==> config.mk <==
export PLATFORM = sky130hd
export DESIGN_NAME = serial_mag_comparator_ctrl
export DESIGN_NICKNAME = d
export VERILOG_FILES = /design/src/rtl/serial_mag_comparator_ctrl.sv
export SDC_FILE = /design/constraint.sdc
export NUM_CORES = 1
export LEC_CHECK = 0
export CORE_ASPECT_RATIO = 2
export CORE_MARGIN = 5
export CORE_UTILIZATION = 35
export DETAILED_ROUTE_END_ITERATION = 12
export GPL_TIMING_DRIVEN = 0
export PLACE_DENSITY = 0.61
export SLEW_MARGIN = 20
export SYNTH_ARGS = -nofsm -noshare
export SYNTH_HDL_FRONTEND = slang
export SYNTH_SLANG_ARGS = --single-unit
==> constraint.sdc <==
create_clock -name clk -period 6.5 [get_ports clk]
set_clock_uncertainty 0.05 [all_clocks]
set_input_delay 0.975 -clock clk [delete_from_list [all_inputs] [get_ports clk]]
set_output_delay 0.975 -clock clk [all_outputs]
set_load 0.03 [all_outputs]
==> src/rtl/serial_mag_comparator_ctrl.sv <==
// Bit-serial unsigned magnitude comparator: walks one gate-level slice over two
// latched operands MSB first and stops at the first differing bit.
module serial_mag_comparator_ctrl #(
  parameter int WIDTH = 8
) (
  input  logic             clk,
  input  logic             rst,
  input  logic             start,
  input  logic [WIDTH-1:0] A,
  input  logic [WIDTH-1:0] B,
  output logic             busy,
  output logic             done,
  output logic             GT,
  output logic             EQ,
  output logic             LT
);

  localparam int IDX_W = (WIDTH > 1) ? $clog2(WIDTH) : 1;

  typedef enum logic [1:0] {
    IDLE = 2'd0,
    SCAN = 2'd1,
    DONE = 2'd2
  } state_t;

  state_t             state_q, state_d;
  logic [WIDTH-1:0]   a_q, a_d;
  logic [WIDTH-1:0]   b_q, b_d;
  logic [IDX_W-1:0]   idx_q, idx_d;
  logic               busy_q, busy_d;
  logic               done_q, done_d;
  logic               gt_q, gt_d;
  logic               eq_q, eq_d;
  logic               lt_q, lt_d;

  logic               bit_a, bit_b;
  logic               slice_gt, slice_lt, slice_eq;

  // The single 1-bit comparator slice, fed from the current scan position.
  always_comb begin
    bit_a    = a_q[idx_q];
    bit_b    = b_q[idx_q];
    slice_gt = bit_a & ~bit_b;
    slice_lt = ~bit_a & bit_b;
    slice_eq = ~(bit_a ^ bit_b);
  end

  // Next-state, operand capture, index and result update.
  always_comb begin
    state_d = state_q;
    a_d     = a_q;
    b_d     = b_q;
    idx_d   = idx_q;
    gt_d    = gt_q;
    eq_d    = eq_q;
    lt_d    = lt_q;
    case (state_q)
      IDLE: begin
        if (start) begin
          a_d     = A;
          b_d     = B;
          idx_d   = IDX_W'(WIDTH - 1);
          state_d = SCAN;
        end else begin
          state_d = IDLE;
        end
      end
      SCAN: begin
        if (slice_gt) begin
          gt_d    = 1'b1;
          eq_d    = 1'b0;
          lt_d    = 1'b0;
          state_d = DONE;
        end else if (slice_lt) begin
          gt_d    = 1'b0;
          eq_d    = 1'b0;
          lt_d    = 1'b1;
          state_d = DONE;
        end else if (slice_eq && (idx_q == {IDX_W{1'b0}})) begin
          gt_d    = 1'b0;
          eq_d    = 1'b1;
          lt_d    = 1'b0;
          state_d = DONE;
        end else begin
          // Bits equal with lower bits still to examine; index stays above 0 here.
          idx_d   = idx_q - IDX_W'(1);
          state_d = SCAN;
        end
      end
      DONE: begin
        state_d = IDLE;
      end
      default: begin
        state_d = IDLE;
      end
    endcase
    busy_d = (state_d == SCAN);
    done_d = (state_d == DONE);
  end

  // State and output registers with synchronous reset.
  always_ff @(posedge clk) begin
    if (rst) begin
      state_q <= IDLE;
      a_q     <= {WIDTH{1'b0}};
      b_q     <= {WIDTH{1'b0}};
      idx_q   <= {IDX_W{1'b0}};
      busy_q  <= 1'b0;
      done_q  <= 1'b0;
      gt_q    <= 1'b0;
      eq_q    <= 1'b0;
      lt_q    <= 1'b0;
    end else begin
      state_q <= state_d;
      a_q     <= a_d;
      b_q     <= b_d;
      idx_q   <= idx_d;
      busy_q  <= busy_d;
      done_q  <= done_d;
      gt_q    <= gt_d;
      eq_q    <= eq_d;
      lt_q    <= lt_d;
    end
  end

  assign busy = busy_q;
  assign done = done_q;
  assign GT   = gt_q;
  assign EQ   = eq_q;
  assign LT   = lt_q;

endmodule

==> flow_summary.ini <==
[global_route]
antenna_found_initial = 0
grt-ovfl-total = 0
grt_pass1_wl_um = 4000
grt_pass1_vias = 981
track_usage = 0.108
grt_max_degree = 14

[placement]
dp_hpwl_um = 1890
io_buffers = 22
place.gp.congestion = 0.782
pre_cts_slack_ps = 4030

[sta]
tns_ps = 0
fin_crit_sh = 0.384
slew_headroom = 0.702
finalMaxSlewViolations = 0
worst_pin_slew_ps = 446
fin_crit_ps = 2500
rsz0062_at_grt = no
fin_ws_ps = 4000
finalSetupViolations = 0
fmax_ghz = 0.400
whs_ps = 409
hold_viol_final = 0

[yosys]
synth_fa_ha_area_frac = 0.0429
ys_seq_area_frac = 0.446
synth_fp_nets = 150
ys_types = 23
syn_inst = 127
ys_ff_latch = 26
synthesis.area_mm2 = 0.00117
synthSimpleGateAreaFrac = 0.193
muxShareOfSynthArea = 0.111
async_reset_ff_frac = 0
synth_compound_area_frac = 0.143
yosys_warnings = 0
synthXorXnorAreaFrac = 0
syn_area_per_cell_um2 = 9.19
synth-edff-count = 0
ys.flop_type = dfxtp_1
synth_top_family_by_area = simple AND/OR/NAND/NOR gates

[setup_path]
cp-end-kind = register
critPathSlowestCell = mux4_2
slowest_delay_ps = 510
critical_path_class = register to register
crit-reg2reg-launch = idx_q[0]
worstPathRequired_ps = 6630
start_kind = register
cp-startpoint = idx_q[0]
cp_data_arrival_time_ps = 2630
cp.buffers_inverters = 2
crit_path_cell_trace = buf_2, mux4_2, mux2i_1, inv_1, ha_1, a2111oi_4, nor3_1, a211oi_1
crit_family = multiplexers
crit_fanout = 6

[run]
drv_cap = 0

[clocking]
cts_max_path_buffers = 2
cts.sinks = 26
clk_latency_ps = 260
cts_hold_repair.buffers = 0
cts-htree-levels = 1
cts_tree = done
clk_pin_slew_worst_paths_ps = 80
cts_buffers = 3
cts_resized = 0
cts_root_buf = clkbuf_8
postCtsSetupBuffers = 0

[cells_and_area]
nets = 177
drive_gt1_frac = 0.112
nFillCells = 321
antenna_cells = 0
area_growth_pct = 25.7
final_util = 0.460

[drt]
first_pass_iters = 4
drtIter0Drc = 9
vias_per_cell = 5.06
ant_nets = 0
post_drt_wl_per_cell_um = 12.7
drcViolationCount = 0
vias = 926
wirelength_um = 2320

[worst_hold_path]
min-delay-start = b_q[1]
min_path_type = register to register

[die]
start_util = 0.366
die_y_um = 91.7
std_cell_rows = 29
fp.dieW_um = 50.8
core-area_mm2 = 0.00319
ios = 24
die-area_mm2 = 0.00466

[power_and_ir_drop]
power.density_mw_per_mm2 = 288
p_leak_nw = 0.564
peakVddDrop_mv = 0.174

[outcome]
outcome = completed
==> layer usage <==
layer  vias up  track usage  share of wire
li1        483            -              -
met1       424        0.110           0.38
met2        14        0.197           0.57
met3         5       0.0211          0.031
met4         0       0.0533          0.027
met5         -            0              0
==> cell usage in the layout, fill, tap and decap left out, types with 2 or more instances in the layout <==
cell type        count
clkbuf_8             5
nor3_1               3
nand2_1             34
dfxtp_1             26
a211oi_1             4
inv_1                4
clkdlybuf4s50_1     22
a21oi_1             19
mux4_2               4
nor2_1               8
mux2i_1              4
ha_1                 4
clkbuf_1             3
buf_2                2
==> cells in the mapped netlist, types with 2 or more instances <==
cell type	count	area [µm²]
inv_1	4	15.0
nand2_1	34	128
clkbuf_8	2	27.5
mux4_2	4	90.1
nor2_1	8	30.0
buf_2	2	10.0
nor3_1	3	15.0
a21oi_1	19	95.1
dfxtp_1	26	521
ha_1	4	50.1
mux2i_1	4	40.0
a211oi_1	4	30.0
clkbuf_1	3	11.3
==> layout make-up <==
| class | instances | area (µm²) | area share |
|---|---|---|---|
| Sequential cell | 26 | 520 | 0.355 |
| Timing Repair Buffer | 22 | 220 | 0.150 |
| Buffer | 8 | 60.1 | 0.0409 |
| Tap cell | 31 | 38.8 | 0.0264 |
| Inverter | 4 | 15.0 | 0.0102 |
| Clock buffer | 3 | 41.3 | 0.0281 |
| Multi-Input combinational cell | 89 | 572 | 0.390 |
==> power by group <==
part	switching (W)	internal, W
Combinational	0.0000753	0.0000693
Clock	0.0000464	0.0000414
Sequential	0.0000118	0.000179
==> cells by family after synthesis <==
logic type | count (synthesis)
and+or+nand+nor | 51
AOI/OAI and AO/OA | 26
DFF | 26
muxes | 8
buffers and inverters | 12
adders and majority gates | 4
==> worst paths after layout <==
check | depth (start not counted) | slack [ps] | to
worst min-delay path | 2 | 410 | b_q[1]
worst max register to register | 8 | 4000 | idx_q[1]
worst min register to register | 2 | 410 | b_q[1]
worst max-delay path | 8 | 4000 | idx_q[1]
==> sequential cells by signal (all words and copies together), names as in the netlist <==
| name | count |
|---|---|
| LT | 1 |
| b_q | 8 |
| done | 1 |
| busy | 1 |
| EQ | 1 |
| a_q | 8 |
| GT | 1 |
| idx_q | 3 |
| state_q | 2 |
==> stage by stage <==
stage	instance area, µm²	power [W]	cells
global placement	1430	0.000337	180
global route	1470	0.000455	183
detailed placement	1430	0.000341	180
floorplan	1170	0.000302	127
CTS	1470	0.000429	183
finish	1470	0.000423	183
==> tightest hold or removal path: cells and delay by family, from the launching register on <==
kind            cells  cell delay [ps]
compound gates      1               50
flops               1              320
simple gates        1               50
Power figures use the tool's default switching activity.
